### config.mk
export PLATFORM = sky130hd
export DESIGN_NAME = bsg_sipo
export DESIGN_NICKNAME = d
export VERILOG_FILES = /design/src/rtl/bsg_sipo_pkg.sv /design/src/rtl/bsg_sipo.sv
export SDC_FILE = /design/constraint.sdc
export NUM_CORES = 1
export LEC_CHECK = 0
export ABC_AREA = 1
export BUFFER_PORTS_ARGS = -buffer_cell sky130_fd_sc_hd__buf_2
export CORE_AREA = 4 4 41 43
export CTS_BUF_LIST = sky130_fd_sc_hd__clkbuf_16
export CTS_CLUSTER_SIZE = 30
export DETAILED_ROUTE_END_ITERATION = 7
export DIE_AREA = 0 0 45 47
export PLACE_DENSITY_LB_ADDON = 0.2
export RECOVER_POWER = 25
export SLEW_MARGIN = 10
export SYNTH_ARGS = -nofsm -noshare
export SYNTH_HDL_FRONTEND = slang
export SYNTH_SLANG_ARGS = --single-unit
export TNS_END_PERCENT = 100
### constraint.sdc
create_clock -name clk_i -period 1.7 [get_ports clk_i]
set_input_delay 0.085 -clock clk_i [delete_from_list [all_inputs] [get_ports clk_i]]
set_output_delay 0.085 -clock clk_i [all_outputs]
set_load 0.01 [all_outputs]
### src/rtl/bsg_sipo_pkg.sv
// bsg_sipo shared types.
// Receive-side deserializer state encoding.
package bsg_sipo_pkg;

  typedef enum logic [0:0] {
    eRX = 1'b0,
    eTX = 1'b1
  } bsg_sipo_state_e;

endpackage

### src/rtl/bsg_sipo.sv
// bsg_sipo: bit-serial to parallel deserializer.
// LSB-first beats in, one width_p word out.
module bsg_sipo
  import bsg_sipo_pkg::*;
#(
  parameter int width_p = 8
) (
  input  logic               clk_i,
  input  logic               reset_n_i,
  input  logic               valid_i,
  output logic               yumi_o,
  input  logic               data_i,
  output logic               valid_o,
  input  logic               yumi_i,
  output logic [width_p-1:0] data_o
);

  localparam int CtrW = (width_p < 2) ? 1 : $clog2(width_p);
  localparam logic [CtrW-1:0] LastIdx = CtrW'(width_p - 1);

  if (width_p < 2) begin : g_width_chk
    $error("bsg_sipo: width_p must be >= 2");
  end

  bsg_sipo_state_e    state_q, state_d;
  logic [CtrW-1:0]    ctr_q, ctr_d;
  logic [width_p-1:0] data_q, data_d;

  logic rx_beat;
  logic handoff;

  // Beat acceptance: demanding serial side, gated off while in reset.
  always_comb begin
    rx_beat = 1'b0;
    handoff = 1'b0;
    unique case (state_q)
      eRX: rx_beat = valid_i;
      eTX: handoff = valid_i & yumi_i;
      default: ;
    endcase
  end

  assign yumi_o  = reset_n_i & (rx_beat | handoff);
  assign valid_o = (state_q == eTX);
  assign data_o  = data_q;

  // Next-state: counter, per-bit write enables, and the word handoff.
  always_comb begin
    state_d = state_q;
    ctr_d   = ctr_q;
    data_d  = data_q;
    unique case (state_q)
      eRX: begin
        if (rx_beat) begin
          for (int k = 0; k < width_p; k++) begin
            if (ctr_q == CtrW'(k)) data_d[k] = data_i;
          end
          if (ctr_q == LastIdx) begin
            state_d = eTX;
            ctr_d   = '0;
          end else begin
            ctr_d = ctr_q + CtrW'(1);
          end
        end
      end
      eTX: begin
        if (yumi_i) begin
          state_d = eRX;
          if (valid_i) begin
            data_d[0] = data_i;
            ctr_d     = CtrW'(1);
          end else begin
            ctr_d = '0;
          end
        end
      end
      default: begin
        state_d = eRX;
        ctr_d   = '0;
      end
    endcase
  end

  // State, counter and word registers.
  always_ff @(posedge clk_i or negedge reset_n_i) begin
    if (!reset_n_i) begin
      state_q <= eRX;
      ctr_q   <= '0;
      data_q  <= '0;
    end else begin
      state_q <= state_d;
      ctr_q   <= ctr_d;
      data_q  <= data_d;
    end
  end

  a_yumi_legal: assert property (
    @(posedge clk_i) disable iff (!reset_n_i)
    yumi_i |-> valid_o
  ) else $error("bsg_sipo: yumi_i while valid_o low");

  a_take_valid: assert property (
    @(posedge clk_i) disable iff (!reset_n_i)
    yumi_o |-> valid_i
  ) else $error("bsg_sipo: yumi_o without valid_i");

  a_hold_word: assert property (
    @(posedge clk_i) disable iff (!reset_n_i)
    (valid_o && !yumi_i) |=> $stable(data_o)
  ) else $error("bsg_sipo: data_o changed while held");

endmodule
==> metrics.yaml <==
status:
  status: "completed"
place:
  dp_slack_ps: 485
  dp_hpwl_um: 969
  gp_congestion: 0.813
  io_buffers: 14
logic_synthesis:
  synthCells: 71
  synthTopCellsByArea: "dfrtp_1 (46%), ha_1 (12%), nand2_1 (9.8%)"
  synth_edf_count: 0
  ys_seq_area_share_pct: 46.3
  ys_top_cells_by_count: "nand2_1 (17), dfrtp_1 (12), o21ai_0 (7), o21ai_1 (7)"
  yosysUniqueCellTypes: 15
  synth_top_area_cell: "dfrtp_1"
  yosysWarnings: 0
  synthFlopType: "dfrtp_1"
  async_reset_ff_share_pct: 100
  synth.most_common_cell: "nand2_1"
  synthesis.area_per_instance_um2: 9.13
  syn_area_um2: 648
  synth_top_area_share_pct: 46.3
  synth_fp_nets: 82
  synth_seq_cells: 12
power:
  p_clk_share_pct: 28.5
  share_seq_of_total_power_pct: 34.0
  switching_power_uw: 529
  ir_drop_uv: 801
  p_per_area_mw_per_mm2: 1800
  swShare_pct: 35.8
  intPower_uw: 949
  p_comb_share_pct: 37.5
  leakage_uw: 0.000415
layout:
  num-fill-cells: 115
  diodes: 0
  finalNetCount: 102
  area_delta_synth_final_pct: 26.8
  drive_above_1_share_pct: 30.3
detailed_routing:
  viasPerCell: 4.96
  num_vias: 516
  wirelength_um: 1250
  wire_per_inst_um: 12.0
  drcViolationCount: 0
  drtIter0Drc: 5
  ant_nets: 0
  first_pass_iters: 4
clock_network:
  clk_pin_slew_ps: 40
  cts_sinks: 12
  htreeDepth: 1
  clk_latency_ps: 240
  cts_buffers: 3
  cts_tree: "done"
  max-clock-path-buffers: 2
  root_buffer: "clkbuf_16"
timing:
  fin_setup_tns_ps: 0
  clock_skew_ps: 3.65
  hold_viol: 0
  period_needed_ps: 1270
  tightestPinTransition_ps: 288
  finalSetupViolCount: 0
  fin_crit_sh_pct: 74.7
  slew_viol_final: 0
  rsz0062_at_grt: "false"
  relSlewSlack_pct: 80.8
  fmax_mhz: 787
  fin_ws_ps: 430
  whs_ps: 76.0
grt:
  antenna_found_initial: 0
  grt.total_usage_pct: 15.7
  grt_pass1_vias: 482
  grt_pass1_wl_um: 2240
  grt_overflow_total: 0
  grt_max_degree: 14
setup_path:
  cp-startpoint: "valid_o"
  critical_path_peak_fanout: 5
  rrSetupSlack_ps: 470
  crit_end: "yumi_o"
  ff2ff_path_depth: 5
  arrival_ps: 1180
  timing.rr.start: "ctr_q[0]"
  cp.required_ps: 1620
  rr_endpoint: "ctr_q[0]"
  endpoint_kind: "output port"
  critPathLaunchType: "flop"
  worstSetupPathType: "reg -> out"
floorplanning:
  pin_count: 15
  rows: 13
  fp.dieW_um: 45
  design.core.area_mm2: 0.00130
  dieHeight_um: 47
  start_util_pct: 49.8
  die_area_mm2: 0.00212
job:
  drv_cap: 0
hold_path:
  hold_class: "in -> reg"
-- through the flow --
| step | cells | util [%] | total power, µW | cell area [µm²] |
|---|---|---|---|---|
| 2_1_floorplan | 71 | - | 885 | 648 |
| 5_1_grt | 104 | 63.2 | 1620 | 822 |
| 4_1_cts | 104 | 63.2 | 1500 | 822 |
| 3_5_place_dp | 100 | 56.6 | 1070 | 737 |
| 6_report | 104 | 63.2 | 1480 | 822 |
| 3_3_place_gp | 100 | 56.6 | 1050 | 737 |
-- sequential cells by signal, summed over array words and instances, names as in the netlist --
signal,count
ctr_q,3
data_o,8
valid_o,1
-- cell type report --
cell class / count / area [µm²] / share of cell area (%)
timing repair buffer: 15 / 80.1 / 9.74
multi-input combinational: 52 / 322 / 39.1
inverter: 7 / 26.3 / 3.20
sequential: 12 / 300 / 36.5
clock buffer: 3 / 75.1 / 9.13
tap: 15 / 18.8 / 2.28
-- power groups by stage --
stage | combinational (µW) | sequential (µW) | clock [µW]
6_report | 555 | 502 | 421
5_1_grt | 644 | 523 | 449
2_1_floorplan | 344 | 541 | 0
3_3_place_gp | 550 | 504 | 0
4_1_cts | 567 | 505 | 433
3_5_place_dp | 562 | 509 | 0
-- timing repair --
item	CTS	global route
endpoints found under the hold margin	12	0
gates resized for setup	0	0
hold buffers	1	0
buffers inserted	0	0
-- worst min path at each step --
stage	start	end	slack, ps	depth (start not counted)
after global routing	yumi_i	valid_o	80	2
after CTS	yumi_i	valid_o	70	2
after floorplan	reset_n_i	ctr_q[0]	-210	0
final	yumi_i	valid_o	80	2
after detailed placement	reset_n_i	data_o[0]	-20	1
after global placement	reset_n_i	data_o[0]	-20	1
-- cells by family after synthesis --
group                    share of synthesized area, %
flip-flops                                       46.3
AO/OA/AOI/OAI                                    16.8
buffers and inverters                            4.05
adder cells (fa/ha/maj)                          11.6
AND/OR/NAND/NOR                                  21.2
-- cell usage in the layout (no fill, tap or decap), types with 3 or more instances in the layout --
cell type,synthesis,layout
nand2_1,17,17
buf_2,0,14
dfrtp_1,12,12
o21ai_0,7,7
o21ai_1,7,7
nand3_1,6,6
ha_1,6,6
inv_1,4,4
inv_2,3,3
clkbuf_16,0,3
-- worst max-delay path, stage by stage (launching register included) --
cell and delay [ps]:
dfrtp_1 450, a21oi_2 230, and2_1 140, buf_2 120
-- routing by layer --
| metal | part of all wire (%) | global-route usage (%) |
|---|---|---|
| met1 | 47 | 20.5 |
| met2 | 44 | 21.5 |
| met3 | 5.8 | 5.75 |
| met4 | 3.0 | 10.5 |
| met5 | 0 | 0 |
Power figures use the tool's default switching activity.
